File: src/rtl/sigma_delta_dac.sv
// sigma_delta_dac: first-order sigma-delta modulator driving a 1-bit pulse-density pin.
// A WIDTH-bit code is turned into frames of N = 2**WIDTH output bits. Each frame carries
// exactly `code` ones. A new code is taken only on a frame boundary, so the duty cycle
// never changes in the middle of a frame.
//
// Ports:
//   clk_i          clock, all logic on the rising edge
//   reset_i        asynchronous active-high reset, clears all state
//   enable_i       run frames while high; when low, stop after the current frame
//   in_data_i      sample code
//   in_valid_i     in_data_i is valid
//   in_ready_o     sample can be accepted this cycle (combinational)
//   dac_out_o      registered pulse-density output
//   frame_start_o  1-cycle pulse on the first bit of each frame
//   underrun_o     1-cycle pulse with frame_start_o when a frame repeats for lack of data
//   busy_o         high in RUN and DRAIN
module sigma_delta_dac #(
   parameter int unsigned WIDTH = 8
) (
   input  logic             clk_i,
   input  logic             reset_i,
   input  logic             enable_i,
   input  logic [WIDTH-1:0] in_data_i,
   input  logic             in_valid_i,
   output logic             in_ready_o,
   output logic             dac_out_o,
   output logic             frame_start_o,
   output logic             underrun_o,
   output logic             busy_o
);

   typedef enum logic [1:0] {StIdle, StRun, StDrain} state_e;

   state_e           state_q, state_d;
   logic [WIDTH-1:0] pend_q, pend_d;
   logic             pend_full_q, pend_full_d;
   logic [WIDTH-1:0] active_q, active_d;
   logic [WIDTH-1:0] acc_q, acc_d;
   logic [WIDTH-1:0] frame_cnt_q, frame_cnt_d;
   logic             dac_q, dac_d;
   logic             fs_q, fs_d;
   logic             ur_pend_q, ur_pend_d;
   logic             ur_q, ur_d;

   logic             pend_load;
   logic             accept;
   logic             last_add;
   logic [WIDTH:0]   sum;

   assign sum      = {1'b0, acc_q} + {1'b0, active_q};
   assign last_add = &frame_cnt_q;

   always_comb begin
      state_d     = state_q;
      active_d    = active_q;
      acc_d       = acc_q;
      frame_cnt_d = frame_cnt_q;
      dac_d       = 1'b0;
      fs_d        = 1'b0;
      ur_pend_d   = 1'b0;
      // The underrun decision is made on the last add of a frame; delaying it one cycle
      // lines the pulse up with the next frame_start.
      ur_d        = ur_pend_q;
      pend_load   = 1'b0;

      unique case (state_q)
         StIdle: begin
            acc_d       = '0;
            frame_cnt_d = '0;
            if (enable_i && pend_full_q) begin
               pend_load = 1'b1;
               active_d  = pend_q;
               state_d   = StRun;
            end
         end
         StRun: begin
            {dac_d, acc_d} = sum;
            frame_cnt_d    = frame_cnt_q + {{(WIDTH-1){1'b0}}, 1'b1};
            fs_d           = (frame_cnt_q == '0);
            if (last_add) begin
               if (!enable_i) begin
                  state_d = StDrain;
               end else if (pend_full_q) begin
                  pend_load = 1'b1;
                  active_d  = pend_q;
               end else begin
                  ur_pend_d = 1'b1;
               end
            end
         end
         StDrain: begin
            // Final frame bit is on the pin this cycle; start the next run from acc=0.
            acc_d       = '0;
            frame_cnt_d = '0;
            state_d     = StIdle;
         end
         default: state_d = StIdle;
      endcase
   end

   // Pending slot: a load frees it in the same cycle, so a new sample may refill it.
   assign in_ready_o = !pend_full_q || pend_load;
   assign accept     = in_valid_i && in_ready_o;

   always_comb begin
      pend_d      = pend_q;
      pend_full_d = pend_full_q;
      if (accept) begin
         pend_d      = in_data_i;
         pend_full_d = 1'b1;
      end else if (pend_load) begin
         pend_full_d = 1'b0;
      end
   end

   always_ff @(posedge clk_i or posedge reset_i) begin
      if (reset_i) begin
         state_q     <= StIdle;
         pend_q      <= '0;
         pend_full_q <= 1'b0;
         active_q    <= '0;
         acc_q       <= '0;
         frame_cnt_q <= '0;
         dac_q       <= 1'b0;
         fs_q        <= 1'b0;
         ur_pend_q   <= 1'b0;
         ur_q        <= 1'b0;
      end else begin
         state_q     <= state_d;
         pend_q      <= pend_d;
         pend_full_q <= pend_full_d;
         active_q    <= active_d;
         acc_q       <= acc_d;
         frame_cnt_q <= frame_cnt_d;
         dac_q       <= dac_d;
         fs_q        <= fs_d;
         ur_pend_q   <= ur_pend_d;
         ur_q        <= ur_d;
      end
   end

   assign dac_out_o     = dac_q;
   assign frame_start_o = fs_q;
   assign underrun_o    = ur_q;
   assign busy_o        = (state_q != StIdle);

endmodule

File: config.mk
export PLATFORM = sky130hd
export DESIGN_NAME = sigma_delta_dac
export DESIGN_NICKNAME = d
export VERILOG_FILES = /design/src/rtl/sigma_delta_dac.sv
export SDC_FILE = /design/constraint.sdc
export NUM_CORES = 1
export LEC_CHECK = 0
export ABC_CLOCK_PERIOD_IN_PS = 2900
export BUFFER_PORTS_ARGS = -buffer_cell sky130_fd_sc_hd__buf_4
export CAP_MARGIN = 20
export CELL_PAD_IN_SITES_DETAIL_PLACEMENT = 1
export CELL_PAD_IN_SITES_GLOBAL_PLACEMENT = 1
export CORE_MARGIN = 2
export CORE_UTILIZATION = 50
export CTS_BUF_LIST = sky130_fd_sc_hd__clkbuf_4 sky130_fd_sc_hd__clkbuf_8 sky130_fd_sc_hd__clkbuf_16
export CTS_CLUSTER_SIZE = 8
export DETAILED_ROUTE_END_ITERATION = 8
export GPL_TIMING_DRIVEN = 0
export PLACE_DENSITY = 0.79
export SLEW_MARGIN = 20
export SYNTH_ARGS = -nofsm -noshare
export SYNTH_HDL_FRONTEND = slang
export SYNTH_SLANG_ARGS = --single-unit
File: constraint.sdc
create_clock -name clk_i -period 2.9 [get_ports clk_i]
set_input_delay 0.145 -clock clk_i [delete_from_list [all_inputs] [get_ports clk_i]]
set_output_delay 0.145 -clock clk_i [all_outputs]
set_load 0.05 [all_outputs]
==> out/metrics.cfg, run 1 <==
[logic_synthesis]
yosysUniqueCellTypes=51
postSynth.asyncResetShare_pct=100
post_synth.cell_area_avg_um2=10.2
ys_ff_latch=39
synth_area_mm2=0.00215
synth_flop_cell=dfrtp_1
mappedNetlistNets=234
synth_edf_count=0
synth.yosys.warnings=0
yosysSeqAreaShare_pct=45.4
synthesis.instances=211

[placed_design]
post-place-ws_ps=763
replace_congestion=0.798
dpl.hpwl_um=4020
detailed_place.area_mm2=0.00235
dpl.cell_count=277
place.port_buffers=15

[global_route]
globalRoute.totalOverflow=0
grt_max_degree=32
grt_first_pass_wirelength_um=9480
number_of_antenna_violations_at_the_first_check_in_global_routing=0
met2_demand_to_capacity_share_in_global_routing_pct=42.8
globalRouteMet3Util_pct=3.63
via_count_of_the_first_global_routing_pass=1978
track_usage_pct=24.6
grt-busiest-layer=met2
grtUsageMet1_pct=31.0

[cts]
path_clk_slew_ps=80
cts_buffers=5
clock_latency_ps=290
cts_resized=0
cts_tree=done
numClockSinks=39
clock-root-buffer=clkbuf_8
clock_path_buffers=2
cts_htree_levels=2

[finish]
antennaDiodeCount=0
multi_input_logic_area_mm2=0.00111
finalInstanceArea_mm2=0.00244
final-seq-area_um2=976
post_route_cells_drive_above_1_share_pct=19.1
final_nets=258
layout.cells.non_filler=286
fillCellCount=467
areaGrowthSynthToFinish_pct=13.7
post_layout_util_pct=60.3

[worst_setup_path]
critical-path-top-cell-by-count=o31a_1
cp_cell_sequence=ha_1 > fa_1 > a211oi_1 > nor2_1 > o31a_1 > o31a_1
worstSetupEndpointType=register
reg2reg_from=active_q[0]
slowest_delay_ps=450
arrival_time_of_data_at_the_critical_path_endpoint_ps=2350
critPathKind=reg -> reg
crit_path_start=active_q[0]
worst_path_top_cell_family_by_delay=compound AO/OA/AOI/OAI gates
timing.critical_path.required_ps=3080
critical_path.startpoint_type=register
crit_path_top_delay_cell=fa_1
worstPathMaxFanout=3
critical_path.n_buffers_inverters=0

[floorplan]
placeableCoreArea_mm2=0.00406
boundaryPins=17
die_area_mm2=0.00484
std_cell_rows=23
floorplan.initialDensity_pct=53.0
chipWidth_um=69.6
die_h_um=69.6

[timing]
hold_ws_ps=54.3
setup_tns_ps=0
relSlewSlack_pct=51.4
rsz0062_at_grt=no
timing_hold_violations_final=0
timing.final.setup_violations=0
worstMarginPinSlew_ps=726
fin_worst_skew_ps=8.31
worst_setup_slack_final_ps=724
max_freq_mhz=460
report.final.slew_viol_count=0
timing.final.crit_period_ps=2180
layout_worst_path_cycle_share_pct=75.0

[routing]
detail_route.wl_per_cell_um=19.0
totalWireLength_um=5440
detail_route.first_pass.iterations=4
ant_nets=0
detailroute.via_count=1750
drt-initial-drc-count=78
route.detailed.vias_per_inst=6.12
post_detailed_route_drc_marker_count=0

[pwr]
ir_worst_vdd_mv=0.499
design_power_total_mw=2.12
leakagePower_nw=1.07
power_density_mw_per_mm2=868

[hold_path]
hp-class=in -> reg
hold_start=enable_i

[run]
maxCapViolations=0

[outcome]
status=complete, no violations

## cell usage in the layout, fill, tap and decap left out, drive strengths merged, types with 8 or more instances in the layout
| cell type | count |
|---|---|
| clkbuf | 10 |
| dfrtp | 39 |
| ha | 10 |
| o21ai | 10 |
| nand3 | 19 |
| buf | 21 |
| nor2 | 9 |
| and2 | 9 |
| nand4 | 8 |
| nand2 | 11 |
## layout make-up
| class | count | area share, % |
|---|---|---|
| clock buffers | 7 | 3.43 |
| flip-flops and latches | 39 | 39.9 |
| plain buffers | 8 | 1.43 |
| clock inverters | 1 | 0.205 |
| repair buffers | 17 | 5.83 |
| inverters | 8 | 1.23 |
| well taps | 50 | 2.56 |
| multi-input cells | 156 | 45.4 |
## metal layers
layer / vias up / part of all wire (%)
met5: - / 0
met4: 0 / 1.7
met3: 9 / 2.2
met2: 24 / 51
met1: 884 / 45
li1: 833 / -
## worst paths after layout
check	slack [ps]	cells past startpoint	end
max in group asynchronous	2140	4	state_q[1]
min in group asynchronous	330	3	acc_q[3]
hold / removal	50	2	state_q[1]
setup / recovery	720	6	dac_out_o
hold reg to reg	370	0	underrun_o
setup reg to reg	720	6	dac_out_o
## worst reg2reg max path: cells and delay by family (launching register included)
kind,cells,cell delay [ps]
AO/OA/AOI/OAI,3,840
flip-flops,1,390
AND/OR/NAND/NOR,1,130
adder cells (fa/ha/maj),2,700
## what timing repair did
| item | 4_1_cts | 5_1_grt |
|---|---|---|
| buffers inserted | 0 | 0 |
| hold buffers | 1 | 0 |
| hold endpoints to repair | 8 | 0 |
## synth_stat cells (all sizes together) (4+ instances only)
cell type	number	share of area, %
nand4	8	2.6
o21a	4	1.4
a211oi	4	1.4
xnor2	6	2.4
buf	5	1.1
and3	7	2.0
dfrtp	39	45
mux2	7	3.7
o21ai	10	2.5
ha	10	5.8
a221oi	7	2.9
nor2b	4	1.2
nor2	9	1.6
and2	9	2.6
nand3	19	4.4
inv	7	1.2
nand2	11	2.3
## state kept, by name (all words and copies together) (netlist names)
name,count
pend_q,8
frame_cnt_q,8
pend_full_q,1
state_q,2
acc_q,8
active_q,8
underrun_o,1
ur_d,1
dac_out_o,1
frame_start_o,1
## where the power goes
| group | switching, mW | internal, mW |
|---|---|---|
| registers | 0.128 | 0.696 |
| logic | 0.482 | 0.441 |
| clock network | 0.187 | 0.188 |
## cell families after synthesis
logic type                 after synthesis  synth area share [%]
muxes                                   10                  5.06
xor gates and xnor gates                 6                  2.44
AOI/OAI and AO/OA                       45                  15.1
and+or+nand+nor                         84                  22.3
buffers and inverters                   16                  3.02
DFF                                     39                  45.4
adders and majority gates               11                  6.75
Note: power is estimated with default switching activity, not from simulation.
==> inputs of run 2 (changes only) <==
--- a/config.mk
+++ b/config.mk
@@ -5,18 +5,18 @@
 export SDC_FILE = /design/constraint.sdc
 export NUM_CORES = 1
 export LEC_CHECK = 0
-export ABC_CLOCK_PERIOD_IN_PS = 2900
+export ABC_CLOCK_PERIOD_IN_PS = 1980
 export BUFFER_PORTS_ARGS = -buffer_cell sky130_fd_sc_hd__buf_4
 export CAP_MARGIN = 20
 export CELL_PAD_IN_SITES_DETAIL_PLACEMENT = 1
 export CELL_PAD_IN_SITES_GLOBAL_PLACEMENT = 1
 export CORE_MARGIN = 2
-export CORE_UTILIZATION = 50
+export CORE_UTILIZATION = 42
 export CTS_BUF_LIST = sky130_fd_sc_hd__clkbuf_4 sky130_fd_sc_hd__clkbuf_8 sky130_fd_sc_hd__clkbuf_16
 export CTS_CLUSTER_SIZE = 8
 export DETAILED_ROUTE_END_ITERATION = 8
 export GPL_TIMING_DRIVEN = 0
-export PLACE_DENSITY = 0.79
+export PLACE_DENSITY = 0.71
 export SLEW_MARGIN = 20
 export SYNTH_ARGS = -nofsm -noshare
 export SYNTH_HDL_FRONTEND = slang
==> constraint.sdc (replaced) <==
create_clock -name clk_i -period 1.98 [get_ports clk_i]
set_input_delay 0.099 -clock clk_i [delete_from_list [all_inputs] [get_ports clk_i]]
set_output_delay 0.099 -clock clk_i [all_outputs]
set_load 0.05 [all_outputs]
==> out/metrics.cfg, run 2 (synthesis gave the netlist of run 1 again) <==
[cts]
clock_path_buffers=2  ; unchanged
path_clk_slew_ps=80  ; about the same
cts_tree=done
cts_buffers=5  ; unchanged
cts_htree_levels=2  ; unchanged
clock_latency_ps=300  ; about the same
numClockSinks=39  ; unchanged
clock-root-buffer=clkbuf_8

[worst_setup_path]
worstPathMaxFanout=3  ; unchanged
reg2reg_from=active_q[0]
cp_cell_sequence=ha_4 > fa_2 > a211oi_2 > nor2_1 > o31a_1 > o31a_1
crit_path_start=active_q[0]
critical_path.n_buffers_inverters=0  ; unchanged
worst_path_top_cell_family_by_delay=compound AO/OA/AOI/OAI gates
critical_path.startpoint_type=register
worstSetupEndpointType=register
timing.critical_path.required_ps=2150  ; -930 ps
crit_path_top_delay_cell=dfrtp_1
critical-path-top-cell-by-count=o31a_1
critPathKind=reg -> reg
slowest_delay_ps=410  ; -40 ps
arrival_time_of_data_at_the_critical_path_endpoint_ps=2150  ; -200 ps

[routing]
ant_nets=0  ; unchanged
detail_route.wl_per_cell_um=16.5  ; -13%
drt-initial-drc-count=42  ; -46%
detailroute.via_count=1729  ; -1.2%
totalWireLength_um=5150  ; -5.4%
post_detailed_route_drc_marker_count=0  ; unchanged
detail_route.first_pass.iterations=4  ; unchanged
route.detailed.vias_per_inst=5.56  ; -9.1%

[finish]
post_route_cells_drive_above_1_share_pct=22.8  ; +3.8 points
final-seq-area_um2=976  ; unchanged
areaGrowthSynthToFinish_pct=19.6
antennaDiodeCount=0  ; unchanged
commonest_cells_after_routing_fill_and_taps_aside=dfrtp_1 (39), nand3_1 (19), buf_4 (18)
multi_input_logic_area_mm2=0.00114  ; +3.0%
final_nets=263  ; +1.9%
fillCellCount=580  ; +24%
post_layout_util_pct=51.3  ; -8.9 points
final_common_cell=dfrtp_1

[timing]
report.final.slew_viol_count=0  ; unchanged
rsz0062_at_grt=yes
fin_worst_skew_ps=12.3  ; +4.00 ps
worstMarginPinSlew_ps=733  ; +6.85 ps
relSlewSlack_pct=51.0  ; -0.46 points
timing.final.setup_violations=0  ; unchanged
timing.final.crit_period_ps=1980  ; -196 ps
timing_hold_violations_final=0  ; unchanged
setup_tns_ps=0  ; unchanged
layout_worst_path_cycle_share_pct=100  ; +25 points
worst_setup_slack_final_ps=0.667  ; -724 ps
max_freq_mhz=505  ; +9.9%

[floorplan]
floorplan.initialDensity_pct=42.9  ; -10 points
boundaryPins=17  ; unchanged
placeableCoreArea_mm2=0.00501  ; +23%
chipWidth_um=75.6  ; +8.6%
die_area_mm2=0.00571  ; +18%
die_h_um=75.6  ; +8.6%
std_cell_rows=26  ; +13%

[pwr]
ir_worst_vdd_mv=0.723  ; +45%
power_density_mw_per_mm2=1260  ; +45%
leakagePower_nw=1.10  ; +3.6%

[placed_design]
replace_congestion=0.763  ; -4.3%
dpl.hpwl_um=3750  ; -6.7%
post-place-ws_ps=-140  ; -903 ps
place.port_buffers=15  ; unchanged

[hold_path]
hold_start=in_data_i[0]
hp-class=in -> reg

[global_route]
grt_max_degree=30  ; -6.3%
via_count_of_the_first_global_routing_pass=1777  ; -10%
globalRoute.totalOverflow=0  ; unchanged
number_of_antenna_violations_at_the_first_check_in_global_routing=0  ; unchanged
grt_first_pass_wirelength_um=8830  ; -6.8%
track_usage_pct=20.9  ; -3.7 points

[outcome]
status=complete, no violations

[run]
maxCapViolations=0  ; unchanged

## run 2: report_power, final
part / internal, mW / switching [mW] / total, mW
logic: 0.696 / 0.662 / 1.36
clock network: 0.376 / 0.300 / 0.676
registers: 1.02 / 0.186 / 1.20
total: 2.09 / 1.15 / 3.24
## run 2: repair_timing
action                     CTS  global route
setup buffers                0             4
hold buffers                 2             0
hold endpoints to repair    11             0
resized for setup            3             5
setup endpoints to repair    3             3
pin swaps                    0             4
## run 2: area by class of cell
type                    instances  share of cell area, %
plain buffers                   8                   1.41
clock buffers                   5                   2.68
clock inverters                 3                   1.70
inverters                       8                   1.17
multi-input cells             156                   44.5
flip-flops and latches         39                   37.9
well taps                      70                   3.40
repair buffers                 22                   7.25
## run 2: path summary, 6_finish.rpt
path | end | slack [ps] | depth (start not counted)
worst max-delay path | dac_out_o | 0.7 | 6
worst min-delay path | pend_q[0] | 50 | 2
worst max register to register | dac_out_o | 0.7 | 6
worst min register to register | underrun_o | 380 | 0
max in group asynchronous | active_q[6] | 1230 | 4
min in group asynchronous | underrun_o | 290 | 3
## run 2: metrics by stage
step / hold WS, ps / area (um^2) / cells / power (mW)
detailed placement: 64.2 / 2370 / 297 / 2.50
CTS: 36.7 / 2520 / 307 / 3.22
finish: 45.6 / 2570 / 311 / 3.24
global placement: 301 / 2350 / 296 / 2.46
global route: 51.7 / 2570 / 311 / 3.51
floorplan: 171 / 2150 / 211 / 2.21
## run 2: layer usage
metal / up-vias / GRT usage [%] / routed length (um)
met5: - / 0 / 0
met4: 0 / 5.85 / 39
met3: 4 / 3.97 / 87
met2: 11 / 37.0 / 2730
met1: 874 / 25.9 / 2290
li1: 840 / - / -
